$ cat config.mk
export PLATFORM = sky130hd
export DESIGN_NAME = pmp_entry_match
export DESIGN_NICKNAME = d
export VERILOG_FILES = /design/src/rtl/pmp_pkg.sv /design/src/rtl/pmp_entry_match.sv
export SDC_FILE = /design/constraint.sdc
export NUM_CORES = 1
export LEC_CHECK = 0
export BUFFER_PORTS_ARGS = -buffer_cell sky130_fd_sc_hd__buf_2
export CELL_PAD_IN_SITES_DETAIL_PLACEMENT = 1
export CELL_PAD_IN_SITES_GLOBAL_PLACEMENT = 1
export CORE_UTILIZATION = 37
export DETAILED_ROUTE_END_ITERATION = 16
export PLACE_DENSITY = 0.92
export SLEW_MARGIN = 5
export SYNTH_ARGS = -nofsm -noshare
export SYNTH_HDL_FRONTEND = slang
export SYNTH_SLANG_ARGS = --single-unit
$ cat constraint.sdc
create_clock -name vclk -period 3.2
set_clock_uncertainty 0.05 [all_clocks]
set_input_delay 0.32 -clock vclk [all_inputs]
set_output_delay 0.32 -clock vclk [all_outputs]
set_load 0.05 [all_outputs]
$ cat src/rtl/pmp_pkg.sv
// Shared PMP definitions: address-match modes, privilege levels, pmpcfg bit
// positions, access-type encoding and the checker FSM state type.
package pmp_pkg;

  typedef enum logic [1:0] {
    A_OFF   = 2'd0,
    A_TOR   = 2'd1,
    A_NA4   = 2'd2,
    A_NAPOT = 2'd3
  } pmp_amode_e;

  localparam logic [1:0] PRV_U = 2'b00;
  localparam logic [1:0] PRV_S = 2'b01;
  localparam logic [1:0] PRV_M = 2'b11;

  localparam int CFG_R    = 0;
  localparam int CFG_W    = 1;
  localparam int CFG_X    = 2;
  localparam int CFG_A_LO = 3;
  localparam int CFG_A_HI = 4;
  localparam int CFG_L    = 7;

  localparam logic [2:0] ACC_R = 3'b001;
  localparam logic [2:0] ACC_W = 3'b010;
  localparam logic [2:0] ACC_X = 3'b100;

  typedef enum logic [1:0] {
    ST_IDLE = 2'd0,
    ST_SCAN = 2'd1,
    ST_RESP = 2'd2
  } pmp_state_e;

  // Ones over the trailing-ones run plus the next bit: the don't-care word bits of a NAPOT region.
  function automatic logic [31:0] napot_mask(input logic [31:0] a);
    return a ^ (a + 32'd1);
  endfunction

endpackage

$ cat src/rtl/pmp_entry_match.sv
// Combinational match of one PMP entry against the first and last word of an
// access; reports any overlap and the resulting permission for that entry.
module pmp_entry_match
  import pmp_pkg::*;
(
  input  logic [7:0]  cfg,
  input  logic [31:0] addr,
  input  logic [31:0] prev_addr,
  input  logic [31:0] lo_word,
  input  logic [31:0] hi_word,
  input  logic [2:0]  req_type,
  input  logic [1:0]  req_prv,
  output logic        match,
  output logic        allow
);

  logic [31:0] mask;
  logic        lo_in;
  logic        hi_in;
  logic        perm;
  logic        unused_cfg;

  always_comb begin
    mask  = napot_mask(addr);
    lo_in = 1'b0;
    hi_in = 1'b0;
    unique case (pmp_amode_e'(cfg[CFG_A_HI:CFG_A_LO]))
      A_TOR: begin
        lo_in = (lo_word >= prev_addr) && (lo_word < addr);
        hi_in = (hi_word >= prev_addr) && (hi_word < addr);
      end
      A_NA4: begin
        lo_in = (lo_word == addr);
        hi_in = (hi_word == addr);
      end
      A_NAPOT: begin
        lo_in = ((lo_word ^ addr) & ~mask) == 32'd0;
        hi_in = ((hi_word ^ addr) & ~mask) == 32'd0;
      end
      default: ;
    endcase
  end

  assign perm  = |(req_type & cfg[CFG_X:CFG_R]);
  // A straddling access (only one end inside) still claims priority but is never allowed.
  assign match = lo_in | hi_in;
  assign allow = lo_in & hi_in & (((req_prv == PRV_M) & ~cfg[CFG_L]) | perm);

  assign unused_cfg = ^cfg[6:5];

endmodule

Word-level counts from Yosys, hierarchy flattened
Index checks and enable logic that the tools add are counted.

storage, ports and cells
  word-level logic and storage cells = 31
  bits of input ports = 141
  bits in registers = 0
  output and inout port bits = 2

operators by class
  equal/unequal tests = 6
  mux-type cells = 2
  add/sub/neg operators = 1
  bitwise logic cells = 13
  reductions and logical operators = 5
  $lt $le $gt $ge = 4

operator list
  operator                                                                number
  32-bit bitwise XOR                                                      3
  32-bit bitwise AND                                                      2
  32-bit equality test                                                    2
  32-bit greater-or-equal comparator                                      2
  32-bit zero test                                                        2
  32-bit less-than comparator                                             2
  32-bit by 1-bit adder with 32-bit output (second input constant)        1
  32-bit inverter                                                         1
  2-bit equality test (second input constant)                             3
  1-bit one-hot mux with 3 select lines                                   2
  1-bit bitwise AND                                                       3
  3-bit bitwise AND                                                       1
  3-bit OR reduction                                                      1
  2-bit by 1-bit equality test with 1-bit output (second input constant)  1
  1-bit logical AND                                                       2
  1-bit OR                                                                2
  1-bit inverter                                                          1

Longest topological paths before layout
  word-level depth = 8
  mapped depth = 10
  mapped depth without buffers = 10

Worst setup path before layout
OpenSTA, ideal clock, no wires.

  path kind = in2out
  start point = input port addr[0]
  end point = output port allow
  data required time = 2.830 ns
  data arrival time = 2.979 ns
  slack = -0.149 ns
  cell stages on the path = 9
  path through = ha_1 nand4_2 nor3_2 and4_1 nor2_1 or4_1 nor4_1 a31oi_1 a221oi_2

between the ends
  word-level cells in the longest chain between the ends = 8
  elaborated cells between the ends (all ways) = 19
  those cells by class = 1 x add/sub; 2 x order compare; 2 x eq/ne; 2 x mux; 8 x bitwise; 4 x reduce/logical

RTL lines
  item                                      RTL line                                      RTL
  from (decl)                               pmp_entry_match.sv:7                          input logic [31:0] addr,
  32-bit by 1-bit adder with 32-bit output  pmp_pkg.sv:35                                 return a ^ (a + 32'd1);
  32-bit bitwise XOR                        pmp_pkg.sv:35
  32-bit inverter                           pmp_entry_match.sv:37, pmp_entry_match.sv:38
  32-bit bitwise AND (on tied branches)     pmp_entry_match.sv:37, pmp_entry_match.sv:38
  32-bit zero test (on tied branches)       pmp_entry_match.sv:37, pmp_entry_match.sv:38
  1-bit one-hot mux with 3 select lines     pmp_entry_match.sv:27                         unique case (pmp_amode_e'(cfg[CFG_A_HI:CFG_A_LO]))
  1-bit bitwise AND (*) (2 in series)       pmp_entry_match.sv:47                         assign allow = lo_in & hi_in & (((req_prv == PRV_M) & ~cfg[CFG_L]) | perm);
  to (decl)                                 pmp_entry_match.sv:14                         output logic allow

Every way passes the cells marked *; elsewhere a longest branch is shown, timed or not.

Worst setup path in the final report
  start point = input port prev_addr[2]
  end point = output port allow

between the ends
  word-level cells in the longest chain between the ends = 5
  elaborated cells between the ends (all ways) = 8
  those cells by class = 2 x order compare; 2 x mux; 2 x bitwise; 2 x reduce/logical

RTL lines
  item                                                   RTL line                                      RTL
  from (decl)                                            pmp_entry_match.sv:8                          input logic [31:0] prev_addr,
  32-bit greater-or-equal comparator (on tied branches)  pmp_entry_match.sv:29, pmp_entry_match.sv:30
  1-bit logical AND (on tied branches)                   pmp_entry_match.sv:29, pmp_entry_match.sv:30
  1-bit one-hot mux with 3 select lines                  pmp_entry_match.sv:27
  1-bit bitwise AND (*) (2 in series)                    pmp_entry_match.sv:47

Marked as above.

==> impl_metrics.ini <==
[global_routing]
grt_antenna_before_repair = 0
grt.total_usage_pct = 32.5
grt_pass1_vias = 5803
grt_pass1_wl_um = 28300
grt_start_max_net_pins = 8
grt_remaining_overflow = 0

[sta]
finalSetupViolations = 2
fin_crit_sh_pct = 102
period_minus_slack_ps = 3260
rsz0062_at_grt = true
fin_ws_ps = -58.4
max_slew.worst_pin.slew_ps = 739
fmax_ghz = 0.307
hold_viol = 0
slew_headroom_pct = 50.0
slew_violations = 0

[drt]
wl_per_cell_um = 22.5
wl_met1_um = 7390
routed_wirelength_um = 20000
antenna_left = 0
top_layer = met4
drt_first_pass_iters = 5
dr_wl_met3_um = 1150
dr_wl_met2_um = 10400
drc_errors = 0
vias_per_cell = 6.16
vias = 5492
initialDrtViolationCount = 292

[power_and_ir_drop]
power.internal_w = 0.000384
power_density_mw_per_mm2 = 144
p_leak_nw = 3.04
switching_power_w = 0.000467
power_frac_seq_pct = 0
p_total_w = 0.000851
clockPowerShare_pct = 0
swShare_pct = 54.9
worst_ir_drop_vdd_v = 0.0000745
comb_power_share_pct = 100.0

[placement]
place_area_mm2 = 0.00537
dp_hpwl_um = 15600
io_buffers = 141
place.gp.congestion = 0.977
pre_cts_ws_ps = -351

[yosys]
syn-instance-count = 516
avgSynthCellArea_um2 = 7.40
yosys_warnings = 0
syn_area_mm2 = 0.00382
synth.distinct_cells = 54
synthesis.nets = 786
synth-seq-area-share_pct = 0

[die]
rows = 36
coreArea_mm2 = 0.00986
initial_utilization_pct = 38.7
die-area_mm2 = 0.0107
die_h_um = 104
die_w_um = 104
boundaryPins = 143

[final_layout]
antenna_cells = 0
final_area_mm2 = 0.00591
fill_cells = 1268
regArea_um2 = 0
layout-drive-gt1-share_pct = 39.9
syn_to_final_growth_pct = 54.8
nets = 1031
multi_input_area_mm2 = 0.00394
clock_buffers = 0
seq_cell_count = 0

[setup_path]
crit_type = input port to output port
cpLargestDelayFamily = compound AO/OA/AOI/OAI gates
crit_cells = 13
critical-path-max-stage-delay_ps = 500
endpoint = allow
cp.required_ps = 2830
cp-startpoint = prev_addr[2]
path_buf_inv = 4
cp_max_fo = 2
crit_path_top_delay_cell = nor4_1
worst_ep_arrival_time_ps = 2890
end_kind = output port
critical_path.cell_chain = buf_2 > inv_1 > ha_1 > o21ai_0 > o21a_1 > o21ai_1 > a2111oi_2 > buf_4 > nor4_1 > o211ai_1 > o211a_4 > a221oi_4 > buf_6
startpoint_type = input port

[outcome]
violations = setup timing
status = finished, violations left

[job]
maxCapViolCount = 0

[clock_tree]
cts_hold_buf = 0

[hold_path]
hp-class = input port to output port
-- what timing repair did --
item                                    in CTS  in global routing
endpoints found under the setup margin       2                  2
buffers inserted                             6                  7
resized for setup                           24                 56
pin swaps                                    8                 21
-- layer usage --
metal,vias up,track usage [%]
met5,-,0
met4,0,12.6
met3,102,3.46
met2,274,61.4
met1,2611,36.9
li1,2505,-
-- final cells by class --
class | instances | area share (%)
well taps | 133 | 2.82
inverters | 66 | 4.43
multi-input cells | 449 | 66.7
repair buffers | 244 | 26.1
-- per-stage QoR --
stage          TNS [ps]  instances  utilization, %  hold slack, ps
6_report          -79.9        892            59.9            1060
5_1_grt            -338        892            59.9            1080
4_1_cts               0        885            55.9            1060
3_5_place_dp       -513        879            54.4            1110
3_3_place_gp       -299        879            54.4            1080
2_1_floorplan         0        516               -             839
-- cell usage after synthesis, drive strengths merged (2+ instances only) --
library cell	number	share of area, %
a2111oi	4	0.92
a211oi	11	2.2
a21boi	2	0.39
a21o	10	2.0
a21oi	48	6.4
a221oi	2	0.62
a31oi	18	2.9
and3	5	0.85
and4	6	1.4
ha	129	42
inv	65	6.4
nand2	31	3.0
nand2b	2	0.33
nand3	20	2.8
nand4	22	4.3
nor2	34	3.3
nor2b	6	0.98
nor3	11	1.6
nor4	18	3.9
o2111ai	6	1.4
o211ai	9	1.8
o21ai	25	3.3
o21bai	3	0.59
o221ai	3	0.69
o22ai	5	0.82
or4	3	0.59
-- power groups by stage --
| stage | Sequential, W | Clock, W | Combinational [W] |
|---|---|---|---|
| 2_1_floorplan | 0 | 0 | 0.000362 |
| 3_3_place_gp | 0 | 0 | 0.000680 |
| 3_5_place_dp | 0 | 0 | 0.000728 |
| 4_1_cts | 0 | 0 | 0.000747 |
| 5_1_grt | 0 | 0 | 0.000919 |
| 6_report | 0 | 0 | 0.000851 |
-- kinds of logic (layout without fill, tap and decap cells) --
group,after synthesis,after routing,share of synthesized area (%)
XOR/XNOR,1,1,0.229
adder cells (fa/ha/maj),129,129,42.3
AO/OA/AOI/OAI,154,154,25.8
buffers and inverters,67,310,7.15
AND/OR/NAND/NOR,165,165,24.5
-- placed cells by master (no fill, tap or decap), types with 18 or more instances in the layout --
master | netlist | layout
buf_2 | 0 | 135
ha_1 | 129 | 117
buf_4 | 0 | 99
inv_1 | 65 | 60
a21oi_1 | 47 | 46
nor2_1 | 34 | 34
nand2_1 | 31 | 29
o21ai_0 | 25 | 21
nand4_1 | 19 | 19
nand3_1 | 19 | 18
-- worst min-delay path by stage --
stage             to  slack (ps)       start  cells past startpoint
3_5_place_dp   allow        1110  req_prv[1]                      4
4_1_cts        allow        1060  req_prv[1]                      4
6_report       allow        1060  req_prv[1]                      4
3_3_place_gp   allow        1080      cfg[7]                      4
2_1_floorplan  allow         840  req_prv[1]                      2
5_1_grt        allow        1080      cfg[7]                      4
No activity file was read; power rests on OpenSTA's default activity.
